[src/rtl/uart_rx_ctrl_pkg.sv]
// Shared constants and types for the UART receive controller.
// The optional interrupt is selected with the UART_RXC_IRQ_EN macro.
package uart_rx_ctrl_pkg;

   localparam logic [1:0] ADDR_DATA   = 2'd0;
   localparam logic [1:0] ADDR_STATUS = 2'd1;
   localparam logic [1:0] ADDR_BAUD   = 2'd2;
   localparam logic [1:0] ADDR_CTRL   = 2'd3;

   localparam int STAT_EMPTY = 0;
   localparam int STAT_FULL  = 1;
   localparam int STAT_OVR   = 2;

   localparam int CTRL_EN     = 0;
   localparam int CTRL_FLUSH  = 1;
   localparam int CTRL_IRQ_EN = 2;

   localparam logic [12:0] DEFAULT_BAUD = 13'd434;

   typedef enum logic {
      WAIT_RDY = 1'b0,
      ACK      = 1'b1
   } cap_state_e;

endpackage

[src/rtl/uart_rx_ctrl_if.sv]
// CPU register bus for the UART receive controller.
interface uart_rx_ctrl_if;
   logic [1:0]  addr;
   logic        wr_en;
   logic        rd_en;
   logic [31:0] wdata;
   logic [31:0] rdata;

   modport master (output addr, wr_en, rd_en, wdata, input rdata);
   modport slave  (input addr, wr_en, rd_en, wdata, output rdata);
endinterface

[src/rtl/uart_rx_ctrl_sync_fifo.sv]
// Single-clock FIFO with flush; a push into a full FIFO is accepted only
// when a pop happens in the same cycle.
module sync_fifo #(
   parameter int WIDTH = 8,
   parameter int DEPTH = 8
) (
   input  logic                     clk,
   input  logic                     rst_n,
   input  logic                     push,
   input  logic                     pop,
   input  logic                     flush,
   input  logic [WIDTH-1:0]         wdata,
   output logic [WIDTH-1:0]         rdata,
   output logic                     full,
   output logic                     empty,
   output logic [$clog2(DEPTH):0]   count
);
   localparam int AW = $clog2(DEPTH);
   localparam int CW = AW + 1;

   logic [WIDTH-1:0] mem [DEPTH];
   logic [AW-1:0]    wr_ptr, rd_ptr;
   logic             push_ok, pop_ok;

   assign empty   = (count == '0);
   assign full    = (count == CW'(DEPTH));
   assign pop_ok  = pop && !empty;
   assign push_ok = push && (!full || pop_ok);
   assign rdata   = mem[rd_ptr];

   always_ff @(posedge clk) begin
      if (!rst_n || flush) begin
         wr_ptr <= '0;
         rd_ptr <= '0;
         count  <= '0;
      end else begin
         if (push_ok) wr_ptr <= wr_ptr + AW'(1);
         if (pop_ok)  rd_ptr <= rd_ptr + AW'(1);
         count <= count + CW'(push_ok) - CW'(pop_ok);
      end
   end

   always_ff @(posedge clk) begin
      if (push_ok && !flush) mem[wr_ptr] <= wdata;
   end

endmodule

[src/rtl/uart_rx_ctrl.sv]
// Memory-mapped UART receive controller: capture FSM, FIFO, register file.
// Define UART_RXC_IRQ_EN to build the irq output and CTRL irq_en bit.
module uart_rx_ctrl #(
   parameter int          FIFO_DEPTH   = 8,
   parameter logic [12:0] DEFAULT_BAUD = uart_rx_ctrl_pkg::DEFAULT_BAUD
) (
   input  logic               clk,
   input  logic               rst_n,
   uart_rx_ctrl_if.slave      bus,
   input  logic               rx_rdy,
   input  logic [7:0]         rx_data,
   output logic               clr_rdy,
   output logic [12:0]        baud_DB
`ifdef UART_RXC_IRQ_EN
   ,
   output logic               irq
`endif
);
   import uart_rx_ctrl_pkg::*;

   localparam int CW = $clog2(FIFO_DEPTH) + 1;

   cap_state_e     state, state_nxt;
   logic           capture;
   logic           enable, irq_en, overrun;
   logic           wr_stat, wr_ctrl, flush, pop, valid;
   logic           full, empty;
   logic [CW-1:0]  count;
   logic [7:0]     head;
   logic [31:0]    rd_mux;
   logic           unused;

   assign wr_stat = bus.wr_en && (bus.addr == ADDR_STATUS);
   assign wr_ctrl = bus.wr_en && (bus.addr == ADDR_CTRL);
   assign flush   = wr_ctrl && bus.wdata[CTRL_FLUSH];
   // Flush beats a same-cycle pop: the read reports no data.
   assign pop     = bus.rd_en && (bus.addr == ADDR_DATA) && !flush;
   assign valid   = !empty && !flush;
   assign unused  = ^bus.wdata[31:13];

   sync_fifo #(.WIDTH(8), .DEPTH(FIFO_DEPTH)) u_fifo (
      .clk   (clk),
      .rst_n (rst_n),
      .push  (capture && !flush),
      .pop   (pop),
      .flush (flush),
      .wdata (rx_data),
      .rdata (head),
      .full  (full),
      .empty (empty),
      .count (count)
   );

   // Capture FSM: one clr_rdy pulse per byte, then wait for rdy to drop.
   always_comb begin
      state_nxt = state;
      capture   = 1'b0;
      case (state)
         WAIT_RDY: if (rx_rdy && enable) begin
            capture   = 1'b1;
            state_nxt = ACK;
         end
         ACK:      if (!rx_rdy) state_nxt = WAIT_RDY;
         default:  state_nxt = WAIT_RDY;
      endcase
   end

   always_ff @(posedge clk) begin
      if (!rst_n) begin
         state   <= WAIT_RDY;
         clr_rdy <= 1'b0;
      end else begin
         state   <= state_nxt;
         clr_rdy <= capture;
      end
   end

   // Overrun: a byte arrived with no room; a same-cycle pop makes room.
   always_ff @(posedge clk) begin
      if (!rst_n || flush)
         overrun <= 1'b0;
      else if (capture && full && !(pop && !empty))
         overrun <= 1'b1;
      else if (wr_stat && bus.wdata[STAT_OVR])
         overrun <= 1'b0;
   end

   always_ff @(posedge clk) begin
      if (!rst_n) begin
         baud_DB <= DEFAULT_BAUD;
         enable  <= 1'b1;
      end else if (bus.wr_en) begin
         if (bus.addr == ADDR_BAUD) baud_DB <= bus.wdata[12:0];
         if (bus.addr == ADDR_CTRL) enable  <= bus.wdata[CTRL_EN];
      end
   end

`ifdef UART_RXC_IRQ_EN
   always_ff @(posedge clk) begin
      if (!rst_n) begin
         irq_en <= 1'b0;
         irq    <= 1'b0;
      end else begin
         if (wr_ctrl) irq_en <= bus.wdata[CTRL_IRQ_EN];
         irq <= irq_en && (!empty || overrun);
      end
   end
`else
   assign irq_en = 1'b0;
`endif

   always_comb begin
      rd_mux = '0;
      case (bus.addr)
         ADDR_DATA:   rd_mux = {23'b0, valid, valid ? head : 8'h00};
         ADDR_STATUS: rd_mux = {16'b0, 8'(count), 5'b0, overrun, full, empty};
         ADDR_BAUD:   rd_mux = {19'b0, baud_DB};
         ADDR_CTRL:   rd_mux = {29'b0, irq_en, 1'b0, enable};
         default:     rd_mux = '0;
      endcase
   end

   always_ff @(posedge clk) begin
      if (!rst_n)          bus.rdata <= '0;
      else if (bus.rd_en)  bus.rdata <= rd_mux;
   end

endmodule

[src/flat_wrapper.sv]
// flat-port wrapper written by rule: the top's interface ports become plain ports
module uart_rx_ctrl_flat import uart_rx_ctrl_pkg::*;
#(
   parameter int          FIFO_DEPTH   = 8,
   parameter logic [12:0] DEFAULT_BAUD = uart_rx_ctrl_pkg::DEFAULT_BAUD
)
  (clk, rst_n, rx_rdy, rx_data, clr_rdy, baud_DB, bus_addr, bus_wr_en, bus_rd_en, bus_wdata, bus_rdata);
  uart_rx_ctrl_if bus_i ();
  input  logic clk;
  input  logic rst_n;
  input  logic rx_rdy;
  input  logic [7:0] rx_data;
  output logic clr_rdy;
  output logic [12:0] baud_DB;
  input wire logic [$bits(bus_i.addr)-1:0] bus_addr;
  input wire logic [$bits(bus_i.wr_en)-1:0] bus_wr_en;
  input wire logic [$bits(bus_i.rd_en)-1:0] bus_rd_en;
  input wire logic [$bits(bus_i.wdata)-1:0] bus_wdata;
  output wire logic [$bits(bus_i.rdata)-1:0] bus_rdata;
  assign bus_i.addr = bus_addr;
  assign bus_i.wr_en = bus_wr_en;
  assign bus_i.rd_en = bus_rd_en;
  assign bus_i.wdata = bus_wdata;
  assign bus_rdata = bus_i.rdata;
  uart_rx_ctrl #(.FIFO_DEPTH(FIFO_DEPTH), .DEFAULT_BAUD(DEFAULT_BAUD)) u_core (.clk(clk), .rst_n(rst_n), .bus(bus_i), .rx_rdy(rx_rdy), .rx_data(rx_data), .clr_rdy(clr_rdy), .baud_DB(baud_DB));
endmodule
[config.mk]
export PLATFORM = sky130hd
export DESIGN_NAME = uart_rx_ctrl_flat
export DESIGN_NICKNAME = d
export VERILOG_FILES = /design/src/rtl/uart_rx_ctrl_pkg.sv /design/src/rtl/uart_rx_ctrl_if.sv /design/src/rtl/uart_rx_ctrl_sync_fifo.sv /design/src/rtl/uart_rx_ctrl.sv /design/src/flat_wrapper.sv
export SDC_FILE = /design/constraint.sdc
export NUM_CORES = 1
export LEC_CHECK = 0
export CAP_MARGIN = 20
export CORE_MARGIN = 8
export CORE_UTILIZATION = 50
export CTS_CLUSTER_DIAMETER = 40
export DETAILED_ROUTE_END_ITERATION = 7
export PLACE_DENSITY_LB_ADDON = 0.05
export SLEW_MARGIN = 20
export SYNTH_ARGS = -nofsm -noshare
export SYNTH_HDL_FRONTEND = slang
export SYNTH_HIERARCHICAL = 1
export SYNTH_SLANG_ARGS = --single-unit
export TNS_END_PERCENT = 1
[constraint.sdc]
create_clock -name clk -period 5.33 [get_ports clk]
set_input_delay 0.7995 -clock clk [delete_from_list [all_inputs] [get_ports clk]]
set_output_delay 0.7995 -clock clk [all_outputs]
set_load 0.005 [all_outputs]
==> results of run 1 <==
## through the flow
stage / setup WS (ps) / hold WS [ps] / utilization / area [µm²] / total power [mW]
final: 1710 / 481 / 0.589 / 5340 / 1.70
after global routing: 1420 / 509 / 0.589 / 5340 / 1.78
after floorplan: 2110 / 443 / - / 4670 / 1.15
after detailed placement: 1290 / 468 / 0.566 / 5130 / 1.23
after CTS: 1630 / 484 / 0.589 / 5340 / 1.72
after global placement: 1300 / 462 / 0.566 / 5130 / 1.23
## path summary, 6_finish.rpt
path | endpoint | slack (ps) | cells after the start
max | u_core/u_fifo/mem[2][2] | 1710 | 6
min | u_core/baud_DB[12] | 480 | 2
max reg2reg | u_core/u_fifo/mem[2][2] | 2840 | 4
min reg2reg | u_core/baud_DB[12] | 480 | 2
## power groups by stage
| stage | sequential (mW) | combinational [mW] | clock, mW |
|---|---|---|---|
| floorplan | 0.955 | 0.192 | 0 |
| global placement | 0.966 | 0.263 | 0 |
| detailed placement | 0.967 | 0.266 | 0 |
| CTS | 0.948 | 0.269 | 0.499 |
| global route | 0.954 | 0.297 | 0.527 |
| finish | 0.948 | 0.267 | 0.483 |
## registers in the layout (all words and copies together) (netlist names), named ones only
register              cells
u_core/baud_DB           13
u_core/bus.rdata         13
u_core/u_fifo/count       4
u_core/enable             1
u_core/u_fifo/mem        64
u_core/clr_rdy            1
u_core/u_fifo/rd_ptr      3
u_core/overrun            1
u_core/u_fifo/wr_ptr      3
u_core/state              1
## cells by family after synthesis
logic type	Yosys count
flops	107
simple gates	98
buf+inv	48
compound gates	47
mux	30
fa+ha+maj	8
other cells	1
xor+xnor	1
## cell usage in the layout, fill, tap and decap left out, types with 9 or more instances in the layout
cell              n
edfxtp_1         64
clkdlybuf4s50_1  54
dfxtp_1          43
nand2_1          37
conb_1           19
nor2_1           17
a21oi_1          16
mux4_1           15
inv_1            12
clkbuf_8          9
## worst reg2reg max path, cell delays in order, from the launching register on
cell and delay [ps]:
dfxtp_1 400, nand2_1 110, nor3_1 480, o21ai_0 410
nor3_2 740
## area by class of cell
| cell class | instances | area share |
|---|---|---|
| Clock buffer | 9 | 0.0232 |
| Clock inverter | 7 | 0.0148 |
| Inverter | 12 | 0.00844 |
| Multi-Input combinational cell | 203 | 0.299 |
| Sequential cell | 107 | 0.521 |
| Tap cell | 111 | 0.0260 |
| Timing Repair Buffer | 58 | 0.107 |
## per-layer routing
layer / track usage / wire, µm / vias to the layer above
met3: 0.0400 / 557 / 6
met4: 0.0504 / 75 / 0
met5: 0 / 0 / -
li1: - / - / 1335
met2: 0.253 / 4550 / 69
met1: 0.188 / 4210 / 1309
==> reports/results.ini, run 1 <==
[route]
num_vias=2719
vias_per_cell=5.36
routed_wirelength_um=9400
ant_nets=0
drc=0
wire_per_inst_um=18.5
first_pass_iters=5
first_iter_violations=170

[worst_setup_path]
cp_data_arrival_time_ps=3620
timing.rr.start=u_core/enable
cp_cell_sequence=clkdlybuf4s50_1 -> inv_1 -> nor3_1 -> nor2b_1 -> o21ai_0 -> nor3_2
max_stage_delay_ps=740
end_kind=flop
critPathKind=primary input to flop
crit_required_ps=5320
start_kind=primary input
critPathTopFamily=simple AND/OR/NAND/NOR gates
path_buf_inv=2
worstSetupStartpoint=bus_rd_en
cp_max_fo=13
slowest_stage=nor3_2

[synth]
ys_ff_latch=107
netlist_instances=340
synth_top_family_by_area=multiplexers
yosysWarningCount=6
async_reset_ff_frac=0
yosys_most_used_dff=edfxtp_1
muxShareOfSynthArea=0.123
synth_cell_types=52
yosys.cell_count.top_type=edfxtp_1
synthTopCellsByCount=64 x edfxtp_1, 43 x dfxtp_1, 37 x nand2_1
synth_xor_area_frac=0.00190
synth_edf_count=64
synth_compound_area_frac=0.0715
synth_fa_ha_area_frac=0.0234
yosysTopAreaCell=edfxtp_1
avgSynthCellArea_um2=13.5
synth_area_leaders=edfxtp_1 42%, dfxtp_1 19%, mux4_1 8.6%, buf_4 3.4%, nand2_1 3.0%
synth-simple-area-share=0.109
synth_area_um2=4600
yosysTopAreaCellShare=0.418
synth_seq_area_share=0.605

[run_status]
status=finished, final reports clean

[global_route]
grt_first_pass_wirelength_um=14800
antenna_found_initial=0
grt_start_max_net_pins=22
grt_usage=0.152
grt_pass1_vias=2721
grt_overflow=0

[clock_tree]
h-tree-depth=3
clk_pin_slew_ps=110
cts-root-buf=clkbuf_8
cts_tree=done
cts_sinks=107
postCtsSetupBuffers=0
hold_buffers=0
numCtsBuffers=9
insertion_delay_ps=360
cts_resized=0
clockBufferDepth=2

[pwr]
clkPwrFrac=0.284
p_leak_nw=1.89
vdd_drop_max_mv=0.180
power_frac_comb=0.157
p_seq_frac=0.558
internal_power_mw=1.23
p_sw_frac=0.273
switching_power_mw=0.464
p_per_area_nw_per_um2=318

[timing]
period_share=0.680
hold_viol_final=0
slew_viol_final=0
worst_pin_slew_ps=960
min_period_ps=3620
fin_setup_tns_ps=0
rsz0062_at_grt=no
fmax_ghz=0.276
setup_violations=0
fin_skew_ps=14.6
max_slew_margin=0.359

[finish]
syn2layout_area_growth_pct=16.0
multiInputGateArea_um2=1600
drive_gt1_frac=0.101
fin_nets=446
register_area_um2=2780
final_cells=507
n_antenna_cell=0
fill_cells=759

[floorplanning]
initial_core_util=0.508
core-area_um2=9060
die_width_um=112
pin_count=93
dieArea_um2=12500
die_h_um=112
core.rowCount=35

[place]
portBuffers=54
dpl.cell_count=491
gp_congestion=0.772
hpwl_um=6500

[min_path]
hp-class=flop to flop
min_from=u_core/baud_DB[12]

[job]
drv_cap=0

Note: power is estimated with default switching activity, not from simulation.
==> run 2: changes to the inputs <==
==> constraint.sdc (replaced) <==
create_clock -name clk -period 3.5 [get_ports clk]
set_input_delay 0.525 -clock clk [delete_from_list [all_inputs] [get_ports clk]]
set_output_delay 0.525 -clock clk [all_outputs]
set_load 0.005 [all_outputs]
==> run 2 against run 1 <==
Compared with the run above:
- core utilization is 0.99 points higher
- die area stayed put
- critical path depth up 5
- non-clock buffer count increased by 12
- critical path type unchanged
- via count is 3.1% higher
- count of clock-buffer cells in the layout unchanged
- sequential share of layout area fell by 0.87 points
==> reports/results.ini, run 2 (synthesized netlist as in run 1, its figures left out) <==
[worst_setup_path]
critPathTopFamily=simple AND/OR/NAND/NOR gates
max_stage_delay_ps=480  ; -260 ps
end_kind=flop
cp_data_arrival_time_ps=2930  ; -690 ps
crit_required_ps=3770  ; -1550 ps
cp_cell_sequence=clkdlybuf4s50_1 -> inv_1 -> nor3_1 -> inv_1 -> or3_1 -> nand2_1 -> ha_1 -> inv_1 -> fa_1 -> xor2_1 -> nor2_1
slowest_stage=clkdlybuf4s50_1
start_kind=primary input
cp_max_fo=7  ; -6
cp_common_cell=inv_1
critPathKind=primary input to flop
path_buf_inv=4  ; +2

[global_route]
grt_overflow=0  ; unchanged
grt_first_pass_wirelength_um=15200  ; +2.3%
grt_start_max_net_pins=23  ; +4.5%
antenna_found_initial=0  ; unchanged
grt_usage=0.157  ; +0.00494
grt_pass1_vias=2844  ; +4.5%

[pwr]
p_leak_nw=1.95  ; +3.3%
p_per_area_nw_per_um2=481  ; +51%
vdd_drop_max_mv=0.293  ; +63%

[route]
drc=0  ; unchanged
wire_per_inst_um=18.3  ; -1.2%
m1WireLength_um=4240  ; +0.55%
first_pass_iters=5  ; unchanged
vias_per_cell=5.40  ; +0.74%
wl_met2_um=4560  ; about the same
wl_met3_um=581  ; +4.3%
num_vias=2804  ; +3.1%
routed_wirelength_um=9510  ; +1.2%
routed.top_layer=met4
first_iter_violations=151  ; -11%
ant_nets=0  ; unchanged

[timing]
max_slew_margin=0.553  ; +0.194
fin_setup_tns_ps=0  ; unchanged
rsz0062_at_grt=no
period_share=0.760
worst_pin_slew_ps=669  ; -291 ps
setup_violations=0  ; unchanged
hold_viol_final=0  ; unchanged
fin_skew_ps=16.3  ; +1.66 ps
fmax_ghz=0.376
min_period_ps=2660
slew_viol_final=0  ; unchanged

[finish]
final_cells=519  ; +2.4%
fill_cells=735  ; -3.2%
multiInputGateArea_um2=1590  ; -0.31%
register_area_um2=2780  ; unchanged
top_regs=u_core/u_fifo/mem: 64 flops, u_core/baud_DB: 13 flops, u_core/bus.rdata: 13 flops
syn2layout_area_growth_pct=17.9
final_common_cell=edfxtp_1
drive_gt1_frac=0.125  ; +0.0240
final_cell_mix=64 x edfxtp_1, 54 x clkdlybuf4s50_1, 43 x dfxtp_1
largest_reg_flops=64  ; unchanged
top_register=u_core/u_fifo/mem
n_antenna_cell=0  ; unchanged
fin_nets=458  ; +2.7%

[min_path]
hp-class=flop to flop

[clock_tree]
postCtsSetupBuffers=0  ; unchanged
numCtsBuffers=9  ; unchanged
insertion_delay_ps=380  ; +20 ps
hold_buffers=0  ; unchanged
cts_tree=done
clk_pin_slew_ps=110  ; about the same
cts_resized=0  ; unchanged
cts-root-buf=clkbuf_8
h-tree-depth=3  ; unchanged
clockBufferDepth=2  ; unchanged
cts_sinks=107  ; unchanged

[place]
gp_congestion=0.752  ; -2.6%
dpl.cell_count=503  ; +2.4%
hpwl_um=6670  ; +2.6%
portBuffers=54  ; unchanged

[run_status]
status=finished, final reports clean

[floorplanning]
pin_count=93  ; unchanged
core-area_um2=9060  ; unchanged
initial_core_util=0.508  ; unchanged
die_width_um=112  ; unchanged
dieArea_um2=12500  ; unchanged
core.rowCount=35  ; unchanged
die_h_um=112  ; unchanged

[job]
drv_cap=0  ; unchanged

==> run 2: cell count changes in the layout (fill, tap and decap cells not counted) <==
cell	previous run	this run
nor3_2	1	0
nor3_1	8	9
buf_4	4	16
clkinv_8	2	3
inv_6	2	4
inv_8	1	0
clkinv_4	2	0
==> run 2: layout make-up <==
type / instances / share of cell area
inverter: 12 / 0.00830
multi-input combinational: 203 / 0.293
clock inverter: 7 / 0.0154
sequential: 107 / 0.513
timing repair buffer: 70 / 0.122
clock buffer: 9 / 0.0228
tap: 111 / 0.0256
==> run 2: power by group <==
group          switching (mW)  internal [mW]  total (mW)  leakage (nW)
registers              0.0453           1.40        1.44         0.930
logic                   0.206          0.206       0.412         0.919
clock network           0.472          0.287       0.759         0.104
==> run 2: metal layers <==
metal / vias up / GRT usage
li1: 1357 / -
met1: 1362 / 0.186
met2: 75 / 0.261
met3: 10 / 0.0503
met4: 0 / 0.0567
met5: - / 0
==> run 2: per-stage QoR <==
| stage | worst slack, ps | hold slack, ps | utilization | total power [mW] | cell area, µm² |
|---|---|---|---|---|---|
| 2_1_floorplan | 550 | 443 | - | 1.75 | 4670 |
| 3_3_place_gp | 445 | 462 | 0.576 | 1.88 | 5220 |
| 3_5_place_dp | 434 | 473 | 0.576 | 1.88 | 5220 |
| 4_1_cts | 839 | 490 | 0.599 | 2.64 | 5430 |
| 5_1_grt | 666 | 502 | 0.599 | 2.74 | 5430 |
| 6_report | 840 | 486 | 0.599 | 2.61 | 5430 |
==> run 2: worst reg2reg max path: stages, from the launching register on <==
cell	delay [ps]
dfxtp_1	330
inv_1	100
ha_1	170
or3b_2	460
inv_1	250
o211ai_1	120
nand2_1	80
ha_1	160
inv_1	60
fa_1	370
xor2_1	160
nor2_1	50
==> run 2: path summary, 6_finish.rpt <==
check                    startpoint                     end  slack [ps]  cells after the start
max                       bus_rd_en  u_core/u_fifo/count[2]         840                     11
min            u_core/bus.rdata[11]    u_core/bus.rdata[11]         490                      2
max reg2reg  u_core/u_fifo/count[2]  u_core/u_fifo/count[2]        1080                     11
min reg2reg    u_core/bus.rdata[11]    u_core/bus.rdata[11]         490                      2
==> run 3: changes to the inputs <==
--- a/config.mk
+++ b/config.mk
@@ -7,7 +7,7 @@
 export LEC_CHECK = 0
 export CAP_MARGIN = 20
 export CORE_MARGIN = 8
-export CORE_UTILIZATION = 50
+export CORE_UTILIZATION = 46
 export CTS_CLUSTER_DIAMETER = 40
 export DETAILED_ROUTE_END_ITERATION = 7
 export PLACE_DENSITY_LB_ADDON = 0.05
==> constraint.sdc (replaced) <==
create_clock -name clk -period 2.39 [get_ports clk]
set_input_delay 0.3585 -clock clk [delete_from_list [all_inputs] [get_ports clk]]
set_output_delay 0.3585 -clock clk [all_outputs]
set_load 0.005 [all_outputs]
==> run 3 against run 2 <==
Compared with the run above:
- core utilization down 2.8 points
- via count up 2.1%
- combinational power up 64%
- first-iteration DRC count down 24%
- largest cell class unchanged
==> reports/results.ini, run 3 (synthesized netlist as in run 1, its figures left out) <==
[floorplanning]
initial_core_util=0.473  ; -0.0347
core-area_um2=9730  ; +7.3%
core.rowCount=36  ; +2.9%
die_width_um=116  ; +3.6%
dieArea_um2=13500  ; +7.4%
pin_count=93  ; unchanged
die_h_um=116  ; +3.6%

[finish]
top_regs=u_core/u_fifo/mem: 64 flops, u_core/baud_DB: 13 flops, u_core/bus.rdata: 13 flops
final_common_cell=edfxtp_1
final_cell_mix=64 x edfxtp_1, 54 x clkdlybuf4s50_1, 43 x dfxtp_1
n_antenna_cell=0  ; unchanged
drive_gt1_frac=0.166  ; +0.0409
multiInputGateArea_um2=1610  ; +1.0%
fill_cells=844  ; +15%
fin_nets=472  ; +3.1%
syn2layout_area_growth_pct=20.7
largest_reg_flops=64  ; unchanged
top_register=u_core/u_fifo/mem
register_area_um2=2780  ; unchanged

[place]
hpwl_um=6940  ; +4.0%
gp_congestion=0.755  ; +0.39%
portBuffers=54  ; unchanged

[clock_tree]
numCtsBuffers=9  ; unchanged
clk_pin_slew_ps=110  ; about the same
h-tree-depth=3  ; unchanged
cts_sinks=107  ; unchanged
insertion_delay_ps=360  ; -20 ps
clockBufferDepth=2  ; unchanged
cts-root-buf=clkbuf_8
cts_tree=done
hold_buffers=0  ; unchanged

[job]
drv_cap=0  ; unchanged

[timing]
fmax_ghz=0.443
slew_viol_final=0  ; unchanged
period_share=0.945
setup_violations=0  ; unchanged
min_period_ps=2260
worst_pin_slew_ps=575  ; -93.7 ps
hold_ws_ps=487  ; +1.06 ps
fin_skew_ps=18.5  ; +2.24 ps
max_slew_margin=0.616  ; +0.0623
hold_viol_final=0  ; unchanged

[route]
wire_per_inst_um=17.6  ; -3.8%
routed_wirelength_um=9790  ; +2.9%
first_pass_iters=6  ; +1
ant_nets=0  ; unchanged
first_iter_violations=115  ; -24%
num_vias=2864  ; +2.1%
vias_per_cell=5.16  ; -4.5%
drc=0  ; unchanged

[global_route]
grt_usage=0.147  ; -0.00933
grt_first_pass_wirelength_um=14800  ; -2.1%
grt_overflow=0  ; unchanged
grt_pass1_vias=2798  ; -1.6%
antenna_found_initial=0  ; unchanged
grt_start_max_net_pins=21  ; -8.7%

[pwr]
p_leak_nw=2.02  ; +3.4%
vdd_drop_max_mv=0.374  ; +28%
p_per_area_nw_per_um2=690  ; +43%
p_total_mw=3.83  ; +47%

[worst_setup_path]
crit_required_ps=2650  ; -1120 ps
cp_max_fo=4  ; -3
start_kind=primary input
end_kind=flop
cp_data_arrival_time_ps=2520  ; -410 ps
critPathKind=primary input to flop

[run_status]
status=finished, final reports clean

[min_path]
hp-class=flop to flop

run 3: changes by cell type in the layout (fill, tap and decap cells not counted), sizes merged:
cell	delta
buf	+14
clkinv	-2
clkinvlp	+1
inv	+1
run 3: what timing repair did:
action                     in CTS  in global routing
buffers inserted                0                  0
gates resized for setup         0                  4
setup endpoints to repair       0                 35
run 3: per-layer routing:
metal / share of wire / up-vias / wire length [µm] / GRT usage
li1: - / 1386 / - / -
met1: 0.44 / 1381 / 4300 / 0.182
met2: 0.48 / 88 / 4720 / 0.247
met3: 0.067 / 9 / 653 / 0.0297
met4: 0.012 / 0 / 119 / 0.0605
met5: 0 / - / 0 / 0
run 3: worst max-delay path, cell delays in order:
cell	delay, ps
clkdlybuf4s50_1	520
and4_1	270
nor3_2	90
or3_1	420
nand2_1	80
ha_1	150
inv_1	50
fa_1	370
xor2_1	150
nor2_1	50
run 3: stage by stage:
step                 util  area (µm²)  worst slack (ps)  std cells  setup TNS [ps]
floorplan               -        4680             -92.9        358           -2400
global placement    0.551        5360              -270        539          -11650
detailed placement  0.551        5360              -290        539          -12370
CTS                 0.570        5550              94.1        555               0
global route        0.571        5560             -1.95        555           -1.95
finish              0.571        5560               131        555               0
run 3: area by class of cell:
cell class	count	area share
clock buffers	9	0.0223
inverters	12	0.00810
flip-flops and latches	107	0.501
repair buffers	84	0.138
clock inverters	7	0.0117
multi-input cells	203	0.290
well taps	133	0.0299
run 3: power by group:
| part | internal (mW) | leakage, nW | total, mW | switching [mW] |
|---|---|---|---|---|
| Combinational | 0.344 | 0.992 | 0.674 | 0.330 |
| Sequential | 2.04 | 0.930 | 2.10 | 0.0585 |
| Clock | 0.408 | 0.0961 | 1.06 | 0.648 |
| Total | 2.80 | 2.02 | 3.83 | 1.04 |
run 3: path summary, 6_finish.rpt:
check,start,to,slack (ps),cells past startpoint
worst min-delay path,u_core/baud_DB[9],u_core/baud_DB[9],490,2
worst max-delay path,bus_addr[1],u_core/u_fifo/count[2],130,10
worst max register to register,u_core/u_fifo/count[2],u_core/u_fifo/count[2],180,11
worst min register to register,u_core/baud_DB[9],u_core/baud_DB[9],490,2
